===== config.mk =====
export PLATFORM = sky130hd
export DESIGN_NAME = read_ptr_ctrl
export DESIGN_NICKNAME = d
export VERILOG_FILES = /design/src/rtl/read_ptr_ctrl.sv
export SDC_FILE = /design/constraint.sdc
export NUM_CORES = 1
export LEC_CHECK = 0
export CAP_MARGIN = 20
export CORE_AREA = 2 2 80 82
export CTS_BUF_LIST = sky130_fd_sc_hd__clkbuf_16
export DETAILED_ROUTE_END_ITERATION = 8
export DIE_AREA = 0 0 82 84
export PLACE_DENSITY = 0.81
export SLEW_MARGIN = 5
export SYNTH_ARGS = -nofsm -noshare
export SYNTH_HDL_FRONTEND = slang
export SYNTH_SLANG_ARGS = --single-unit

===== constraint.sdc =====
create_clock -name rclk -period 4.8 [get_ports rclk]
set_input_delay 0.48 -clock rclk [delete_from_list [all_inputs] [get_ports rclk]]
set_output_delay 0.48 -clock rclk [all_outputs]
set_load 0.02 [all_outputs]

===== src/rtl/read_ptr_ctrl.sv =====
// Read-side pointer control for an asynchronous FIFO.
// It synchronizes the Gray write pointer into rclk and keeps the binary and
// Gray read pointers. It also produces registered empty, almost-empty and
// occupancy flags, and a sticky underflow error.
module read_ptr_ctrl #(
    parameter int ADDR_W      = 9,
    parameter int SYNC_STAGES = 2    // legal range 2..4
) (
    input  logic              rclk,
    input  logic              rrst,
    input  logic              rd_en,
    input  logic [ADDR_W:0]   wptr_gray,
    input  logic [ADDR_W:0]   aempty_thresh,
    input  logic              clr_err,
    output logic [ADDR_W-1:0] raddr,
    output logic [ADDR_W:0]   rptr_gray,
    output logic              rempty,
    output logic              raempty,
    output logic [ADDR_W:0]   rcount,
    output logic              underflow
);

    logic [SYNC_STAGES-1:0][ADDR_W:0] sync_q;
    logic [ADDR_W:0] wq_gray;
    logic [ADDR_W:0] wq_bin;
    logic [ADDR_W:0] rbin;
    logic [ADDR_W:0] rbin_next;
    logic [ADDR_W:0] rgray_next;
    logic [ADDR_W:0] count_next;
    logic            rd_fire;

    assign wq_gray = sync_q[SYNC_STAGES-1];

    // Gray to binary: each binary bit is the XOR of all Gray bits at or above it
    always_comb begin
        wq_bin = '0;
        for (int i = 0; i <= ADDR_W; i++) begin
            wq_bin[i] = ^(wq_gray >> i);
        end
    end

    // Next-state pointer and occupancy math. A read is allowed only when the
    // FIFO is not empty, so a blocked read never moves the pointer.
    always_comb begin
        rd_fire    = rd_en & ~rempty;
        rbin_next  = rbin + {{ADDR_W{1'b0}}, rd_fire};
        rgray_next = (rbin_next >> 1) ^ rbin_next;
        count_next = wq_bin - rbin_next;
    end

    assign raddr = rbin[ADDR_W-1:0];

    // Write-pointer synchronizer chain; reset flushes all stages
    always_ff @(posedge rclk) begin
        if (rrst) begin
            sync_q <= '0;
        end else begin
            sync_q <= {sync_q[SYNC_STAGES-2:0], wptr_gray};
        end
    end

    // Read pointers and flags. They all compare the post-read pointer
    // against the freshly synchronized write pointer.
    always_ff @(posedge rclk) begin
        if (rrst) begin
            rbin      <= '0;
            rptr_gray <= '0;
            rempty    <= 1'b1;
            raempty   <= 1'b1;
            rcount    <= '0;
        end else begin
            rbin      <= rbin_next;
            rptr_gray <= rgray_next;
            rempty    <= (rgray_next == wq_gray);
            raempty   <= (count_next <= aempty_thresh);
            rcount    <= count_next;
        end
    end

    // Sticky underflow. A new underflow in the same cycle beats the clear.
    always_ff @(posedge rclk) begin
        if (rrst) begin
            underflow <= 1'b0;
        end else begin
            underflow <= (rd_en & rempty) | (underflow & ~clr_err);
        end
    end

endmodule


==> summary.txt, run 1 <==
Critical path
  – CP startpoint kind: flip-flop
  – Critical Path AT: 5000 ps
  – Crit end category: flip-flop
  – CP Class: reg2reg
  – Worst EP required: 5030 ps
  – Crit-path max FO: 3

Floorplan
  – IO Pins: 56
  – DIE AREA: 6890 um^2
  – Initial core utilization: 43.9%
  – Core Footprint: 6100 um^2
  – Die Y: 84 um
  – Die X: 82 um
  – Num rows: 29

Layout
  – Final Instance Count excl. Fillers: 443
  – Layout cells sized above 1: 15.8%
  – Commonest non-fill, non-tap cell in the layout: clkdlybuf4s50_1
  – Area grow syn2layout: 40.1%
  – Most frequent cells in the layout: 54 x clkdlybuf4s50_1, 51 x dfxtp_1, 31 x nor2_1
  – Nets: 410
  – Antenna cells: 0

Job
  – Max-cap viol count: 0

Routing
  – Initial drt markers: 140
  – Drt pass-1 iters: 4
  – Routed Wire Length: 5990 um
  – DR vias/cell: 5.03
  – Routed Antenna Nets: 0
  – Post-route DRC violation count: 0
  – Via count: 2229
  – DR WL/cell: 13.5 um

Global route
  – Vias in the first global route: 2201
  – Total GRT Usage: 18.1%
  – Overflow after GRT: 0
  – Largest net degree at the start of global routing: 54
  – First-pass GRT wire length: 9540 um
  – Initial antenna violation count: 0

Place
  – DP Worst Slack: -255 ps
  – HPWL Detailed: 4260 um
  – DP Cell Count: 425
  – Gpl congestion: 0.863
  – IO Port Bufs: 55

Timing
  – Final hold viol count: 0
  – Final WS setup: 36.4 ps
  – Worst relative slew slack: 39.6%
  – Setup TNS: 0 ps
  – Fmax: 210 MHz
  – RSZ-0062 raised after global routing: true
  – Hold_ws: 439 ps
  – Tightest Pin Transition: 906 ps
  – Period minus WS final: 4760 ps
  – Tcrit/Tclk final: 99.2%
  – Final slew viol count: 0
  – Worst clock skew: 4.35 ps
  – Final setup vio count: 0

Yosys
  – Async SR Flop Fraction: 0%
  – Syn avg cell area: 9.30 um^2
  – Post-synthesis register bit count: 52
  – Post-synthesis sequential area ratio: 38.9%
  – Syn Nets: 333
  – Post-Syn Area: 2680 um^2
  – Count of cell types in the netlist: 44
  – Ys Warns: 0
  – Most used DFF post-synth: dfxtp_1
  – Post-synth EDFFs: 0
  – Gate count after technology mapping: 288

Clocking
  – Clock sink total: 52
  – Reg clk slew, reported paths: 70 ps
  – Clock buffer depth: 2
  – CTS tree: done
  – Clock buffer count from CTS: 5
  – Clk Latency, worst-skew pair: 290 ps
  – Hold buffers post-CTS: 0
  – H-tree levels: 2
  – CTS root buf: clkbuf_16

Power and ir drop
  – Peak VDD IR: 0.220 mV
  – Pleak: 1.55 nW
  – Pwr dens: 386 nW/um^2

Run status
  – Status: finished clean

Worst hold path
  – Hold Crit Class: reg2reg
[metal layers]
layer / part of all wire [%] / routed length [um] / vias up / track usage [%]
met4: 2.2 / 134 / 0 / 7.12
met2: 52 / 3100 / 76 / 32.2
li1: - / - / 1109 / -
met3: 5.6 / 338 / 16 / 4.00
met5: 0 / 0 / - / 0
met1: 40 / 2420 / 1028 / 20.5
[registers in the layout, summed over array words and instances, names as in the netlist]
register,cells
rcount,10
rptr_gray,10
underflow,1
sync_q,10
rempty,1
raempty,1
wq_gray,10
rbin,9
[Yosys cell counts (all sizes together) (3+ instances only)]
master / number / area share [%]
a2111oi: 4 / 1.3
a21o: 3 / 0.84
a21oi: 12 / 2.2
a31oi: 3 / 0.70
clkbuf: 6 / 0.84
dfxtp: 52 / 39
ha: 20 / 9.3
inv: 21 / 2.9
mux2i: 3 / 1.1
nand2: 19 / 2.7
nand3: 10 / 2.1
nand4: 4 / 1.2
nor2: 32 / 4.5
nor2b: 31 / 7.2
xnor2: 28 / 9.9
xor2: 13 / 4.5
[path summary, 6_finish.rpt]
path	start	endpoint	slack (ps)	depth (start not counted)
setup / recovery	wq_gray[8]	raempty	40	22
hold / removal	sync_q[3]	wq_gray[3]	440	1
setup reg to reg	wq_gray[8]	raempty	40	22
hold reg to reg	sync_q[3]	wq_gray[3]	440	1
[through the flow]
stage	area [um^2]	utilization, %	power [W]
after detailed placement	3390	55.6	0.000985
after CTS	3670	60.1	0.00140
final	3750	61.6	0.00145
after global routing	3750	61.6	0.00151
after global placement	3390	55.6	0.000970
after floorplan	2690	-	0.000827
[cell families (layout without fill, tap and decap cells)]
| family | count (synthesis) | in the layout | synth area share [%] |
|---|---|---|---|
| AOI/OAI and AO/OA | 35 | 35 | 9.25 |
| xor gates and xnor gates | 43 | 43 | 16.2 |
| adders and majority gates | 21 | 21 | 10.1 |
| buffers and inverters | 27 | 105 | 3.78 |
| DFF | 52 | 52 | 38.9 |
| muxes | 5 | 5 | 2.10 |
| and+or+nand+nor | 105 | 105 | 19.7 |
[area by class of cell]
type                            instances  area [um^2]
Fill cell                             482         2340
Sequential cell                        52         1040
Clock inverter                          3         21.3
Multi-Input combinational cell        209         1680
Clock buffer                            5          125
Timing Repair Buffer                   76          711
Tap cell                               77         96.3
Inverter                               21         78.8
[timing repair]
action,CTS,global route
pin swaps,12,19
endpoints found under the setup margin,1,1
setup buffers,8,3
resized for setup,15,12
[power by group]
group	switching (W)	total [W]	leakage (nW)	internal (W)
logic	0.000303	0.000610	1.05	0.000307
clock network	0.000160	0.000354	0.0702	0.000194
registers	0.0000149	0.000485	0.427	0.000470
total	0.000478	0.00145	1.55	0.000971
[worst max-delay path, cell delays in order (launching register included)]
cell and delay [ps]:
dfxtp_2 330, xor3_2 490, xnor2_4 170, xnor3_2 330
xnor2_4 250, xnor2_4 170, xor2_2 230, xnor2_1 160
ha_2 220, inv_1 70, fa_1 420, nand2_1 90
nand2_1 110, nand2_1 140, o221a_2 240, nor3b_1 60
a31oi_1 210, nand3_1 110, ha_1 300, a21o_1 180
a21o_1 160, a21oi_2 140, a2bb2oi_2 150
Power figures use the tool's default switching activity.
==> run 2, diff against run 1 <==
Settings changed: CAP_MARGIN 20 to 15, CORE_AREA 2 2 80 82 to 2 2 98 100, DIE_AREA 0 0 82 84 to 0 0 100 102, PLACE_DENSITY 0.81 to 0.6.
==> run 2 against run 1 <==
Power fell by 1.0%. Clock power barely moved. Combinational power fell by 3%. Die area is 48% higher. Clock-buffer cell count did not move. Global-route usage decreased by 6.2 points. Routed wire length grew 1.2%. Flip-flop and latch count did not move.
==> summary.txt, run 2 (synthesis results as in run 1) <==
Run status
  – Status: finished clean

Clocking
  – Clock sink total: 52
  – Clock buffer depth: 2
  – Reg clk slew, reported paths: 70 ps
  – H-tree levels: 2
  – Hold buffers post-CTS: 0
  – Clock buffer count from CTS: 5
  – Clk Latency, worst-skew pair: 290 ps
  – CTS root buf: clkbuf_16
  – CTS tree: done

Routing
  – Drt pass-1 iters: 4
  – Post-route DRC violation count: 0
  – DR WL/cell: 12.7 um
  – Routed Wire Length: 6060 um
  – Via count: 2175
  – Initial drt markers: 76
  – DR vias/cell: 4.55
  – Routed Antenna Nets: 0

Layout
  – Layout cells sized above 1: 16.9%
  – Area grow syn2layout: 42.3%
  – Filler Cell Count: 909
  – Nets: 411
  – Multi-input gate area: 1690 um^2
  – Final Instance Count excl. Fillers: 478
  – Most frequent cells in the layout: 54 x clkdlybuf4s50_1, 50 x dfxtp_1, 31 x nor2_1
  – Reg area: 1040 um^2
  – Antenna cells: 0
  – Commonest non-fill, non-tap cell in the layout: clkdlybuf4s50_1

Worst hold path
  – Hold Crit Class: reg2reg
  – Hold path depth: 1

Timing
  – Final setup vio count: 0
  – Tcrit/Tclk final: 97.6%
  – Period minus WS final: 4680 ps
  – Worst relative slew slack: 37.1%
  – RSZ-0062 raised after global routing: true
  – Tightest Pin Transition: 943 ps
  – Final hold viol count: 0
  – Worst clock skew: 8.87 ps
  – Fmax: 214 MHz
  – Final slew viol count: 0

Critical path
  – CP top delay family: XOR/XNOR gates
  – Worst EP required: 5020 ps
  – Biggest cell delay along the critical path: 480 ps
  – Crit end category: flip-flop
  – Worst setup path end: raempty
  – CP Depth: 22
  – Worst path cell trace: xor3_2, xnor2_4, xnor3_2, xnor2_2, xnor2_2, xor2_2, xnor2_1, ha_2, nor2b_4, o21ai_4, a2111oi_4, mux2i_1, nand4_2, xor2_2, ha_1, nand2_2, a21oi_1, a211o_1, a21o_1, a21o_1, a21oi_2, a2bb2oi_1
  – CP Class: reg2reg
  – Buf+Inv Stages, Crit Path: 0
  – Setup slack, reg-to-reg: 120 ps
  – Reg-to-reg endpoint: raempty
  – Worst Setup SP: wq_gray[7]
  – Length in cells of the worst reg-to-reg path: 22
  – Crit-path max FO: 5
  – Slowest-stage cell, CP: xor3_2
  – Critical Path AT: 4910 ps
  – CP startpoint kind: flip-flop
  – RR Startpoint: wq_gray[7]

Floorplan
  – Die Y: 102 um
  – IO Pins: 56
  – Initial core utilization: 29.4%
  – Num rows: 35
  – Die X: 100 um
  – DIE AREA: 10200 um^2
  – Core Footprint: 9110 um^2

Power and ir drop
  – Pleak: 1.56 nW
  – Sequential power share: 33.8%
  – Pwr dens: 376 nW/um^2
  – Peak VDD IR: 0.162 mV
  – Design Power: 0.00143 W
  – Clock network fraction of total power: 24.9%
  – Switching Fraction: 32.8%
  – Switching pwr: 0.000471 W
  – Internal power: 0.000963 W
  – Gate power share: 41.4%

Place
  – DP Cell Count: 461
  – HPWL Detailed: 4500 um
  – Gpl congestion: 0.890
  – IO Port Bufs: 55

Global route
  – First-pass GRT wire length: 9600 um
  – Vias in the first global route: 2117
  – Largest net degree at the start of global routing: 54
  – Total GRT Usage: 11.9%
  – Initial antenna violation count: 0
  – Overflow after GRT: 0

Job
  – Max-cap viol count: 0
-- run 2: cell types whose count changed in the layout (fill, tap and decap cells not counted), sizes merged --
cell and delta:
clkinvlp -1, clkinv +1, buf +1
-- run 2: what timing repair did --
item / in CTS / in global routing
setup buffers: 2 / 7
resized for setup: 10 / 20
endpoints found under the setup margin: 1 / 1
pin swaps: 5 / 21
-- run 2: through the flow --
stage                     instance area (um^2)  utilization (%)  worst slack (ps)  setup TNS (ps)  hold slack, ps
after floorplan                           2690                -              45.5               0             414
after global routing                      3810             41.9              -112            -112             457
after CTS                                 3640             40.0              5.98               0             437
after detailed placement                  3450             37.8              -183            -183             422
after global placement                    3450             37.8               120               0             422
final                                     3810             41.9               117               0             434
-- run 2: how the worst min path moves through the flow --
stage,startpoint,to,slack (ps)
floorplan,sync_q[0],wq_gray[0],410
global placement,sync_q[5],wq_gray[5],420
detailed placement,sync_q[5],wq_gray[5],420
CTS,sync_q[4],wq_gray[4],440
global route,sync_q[8],wq_gray[8],460
finish,sync_q[4],wq_gray[4],430
-- run 2: final cells by class --
class / count / area share (%)
clock buffers: 5 / 3.28
well taps: 111 / 3.64
clock inverters: 3 / 0.591
repair buffers: 77 / 18.6
multi-input cells: 209 / 44.4
flip-flops and latches: 52 / 27.4
inverters: 21 / 2.07
-- run 2: metal layers --
metal,wire (um),GRT usage (%)
met5,0,0
met3,231,2.74
met4,105,4.53
met2,3030,21.0
met1,2700,14.2
-- run 2: power by group through the flow --
stage	combinational (W)	sequential (W)	clock, W
detailed placement	0.000492	0.000494	0
floorplan	0.000297	0.000531	0
finish	0.000593	0.000484	0.000357
global placement	0.000483	0.000494	0
CTS	0.000511	0.000485	0.000370
global route	0.000642	0.000487	0.000384
==> run 3, diff against run 2 <==
Settings changed: PLACE_DENSITY 0.6 to 0.58.
Clock period 4.8 ns to 5.85 ns, I/O delays scaled along.
==> run 3 against run 2 <==
Via count decreased by 5.4%. Sequential share of layout area increased by 2.1 points. Clock power decreased by 8.1%. Highest routed layer unchanged. First-iteration DRC count increased by 5.3%. Maximum frequency decreased by 13%. Die area unchanged. Hold slack improved by 3.9 ps. Critical endpoint unchanged. Design area decreased by 7.4%. Worst setup slack improved by 330 ps. Cell count decreased by 4.2%.
==> summary.txt, run 3 (synthesis results as in run 1) <==
Run status
  – Status: finished clean

Routing
  – DR WL/cell: 12.2 um
  – Post-route DRC violation count: 0
  – Routed Antenna Nets: 0
  – Initial drt markers: 80
  – DR vias/cell: 4.49
  – Routed Wire Length: 5600 um
  – Via count: 2058
  – Drt pass-1 iters: 4

Critical path
  – Biggest cell delay along the critical path: 530 ps
  – Worst EP required: 6070 ps
  – Slowest-stage cell, CP: a2111oi_0
  – Crit-path max FO: 7
  – Worst path cell trace: xor3_2, xnor2_4, xnor3_2, xnor2_2, xnor2_1, xor2_1, xnor2_1, ha_1, nor2b_1, o21ai_0, a2111oi_0, mux2i_1, nand4_2, xor2_1, ha_1, nand2_1, a21oi_1, a211o_1, a21o_1, a21o_1, a21oi_1, a2bb2oi_1
  – Crit end category: flip-flop
  – CP startpoint kind: flip-flop
  – CP top delay family: XOR/XNOR gates
  – Critical Path AT: 5620 ps
  – CP Class: reg2reg
  – Buf+Inv Stages, Crit Path: 0

Clocking
  – Clock buffer count from CTS: 5
  – CTS root buf: clkbuf_16
  – Clock sink total: 52
  – Post-CTS resize count: 0
  – Clock buffer depth: 2
  – Hold buffers post-CTS: 0
  – H-tree levels: 2
  – Post-CTS Setup Inserts: 0
  – Reg clk slew, reported paths: 70 ps
  – CTS tree: done
  – Clk Latency, worst-skew pair: 290 ps

Place
  – IO Port Bufs: 55
  – Gpl congestion: 0.784
  – HPWL Detailed: 4390 um

Timing
  – Period minus WS final: 5400 ps
  – Final hold viol count: 0
  – RSZ-0062 raised after global routing: false
  – Tcrit/Tclk final: 92.3%
  – Worst clock skew: 6.35 ps
  – Fmax: 185 MHz
  – Hold_ws: 438 ps
  – Final slew viol count: 0
  – Final setup vio count: 0
  – Tightest Pin Transition: 890 ps
  – Setup TNS: 0 ps
  – Worst relative slew slack: 40.7%

Floorplan
  – Num rows: 35
  – Die Y: 102 um
  – DIE AREA: 10200 um^2
  – IO Pins: 56
  – Initial core utilization: 29.4%
  – Core Footprint: 9110 um^2
  – Die X: 100 um

Layout
  – Filler Cell Count: 952
  – Utilization after layout: 38.8%
  – Antenna cells: 0
  – Layout cells sized above 1: 6.34%
  – Nets: 391
  – Commonest non-fill, non-tap cell in the layout: clkdlybuf4s50_1
  – Most frequent cells in the layout: 54 x clkdlybuf4s50_1, 52 x dfxtp_1, 32 x nor2_1
  – Area grow syn2layout: 31.8%

Power and ir drop
  – Pwr dens: 317 nW/um^2
  – Sequential power share: 35.5%
  – Switching pwr: 0.000340 W
  – Switching Fraction: 30.4%
  – Clock network fraction of total power: 29.4%
  – Gate power share: 35.2%
  – Pleak: 1.45 nW
  – Internal power: 0.000779 W
  – Peak VDD IR: 0.133 mV

Global route
  – Overflow after GRT: 0
  – Total GRT Usage: 11.3%
  – Largest net degree at the start of global routing: 54
  – Initial antenna violation count: 0
  – First-pass GRT wire length: 9180 um
  – Vias in the first global route: 1904

Job
  – Max-cap viol count: 0

Worst hold path
  – Hold Crit Class: reg2reg
## run 3: cell count changes in the layout (fill, tap and decap cells not counted), sizes merged
| cell | previous run | this run |
|---|---|---|
| buf | 23 | 3 |
| clkinv | 2 | 0 |
| bufinv | 0 | 1 |
| inv | 22 | 23 |
## run 3: power groups by stage
stage                     registers [W]  logic (W)  clock network (W)
after detailed placement       0.000406   0.000393                  0
after CTS                      0.000397   0.000396           0.000337
after global placement         0.000405   0.000385                  0
after floorplan                0.000435   0.000241                  0
after global routing           0.000400   0.000435           0.000353
final                          0.000397   0.000393           0.000328
## run 3: area by class of cell
| type | instances | area (um^2) | share of cell area (%) |
|---|---|---|---|
| Tap cell | 111 | 139 | 3.93 |
| Inverter | 21 | 78.8 | 2.23 |
| Multi-Input combinational cell | 209 | 1540 | 43.7 |
| Sequential cell | 52 | 1040 | 29.5 |
| Clock inverter | 3 | 42.5 | 1.20 |
| Timing Repair Buffer | 57 | 561 | 15.9 |
| Clock buffer | 5 | 125 | 3.54 |
## run 3: final timing paths
kind / start / end / slack [ps] / cells past startpoint
setup / recovery: wq_gray[7] / raempty / 450 / 22
hold / removal: sync_q[8] / wq_gray[8] / 440 / 1
setup reg to reg: wq_gray[7] / raempty / 450 / 22
hold reg to reg: sync_q[8] / wq_gray[8] / 440 / 1
## run 3: metal layers
metal	wire length, um	share of wire [%]	vias up	global-route usage, %
met2	2770	49	53	19.7
met5	0	0	-	0
met1	2560	46	932	14.6
li1	-	-	1069	-
met3	229	4.1	4	2.33
met4	40	0.71	0	2.21
## run 3: per-stage QoR
step | setup WS [ps] | power, W | instance area (um^2) | cells
2_1_floorplan | 955 | 0.000676 | 2680 | 288
3_5_place_dp | 367 | 0.000799 | 3360 | 450
6_report | 448 | 0.00112 | 3530 | 458
4_1_cts | 340 | 0.00113 | 3520 | 458
3_3_place_gp | 717 | 0.000790 | 3360 | 450
5_1_grt | 44.3 | 0.00119 | 3530 | 458
## run 3: worst reg2reg max path, cell delays in order (launching register included)
cell	delay [ps]
dfxtp_1	350
xor3_2	510
xnor2_4	220
xnor3_2	400
xnor2_2	290
xnor2_1	200
xor2_1	340
xnor2_1	110
ha_1	220
nor2b_1	130
o21ai_0	190
a2111oi_0	530
mux2i_1	160
nand4_2	150
xor2_1	190
ha_1	270
nand2_1	90
a21oi_1	50
a211o_1	270
a21o_1	170
a21o_1	160
a21oi_1	150
a2bb2oi_1	170
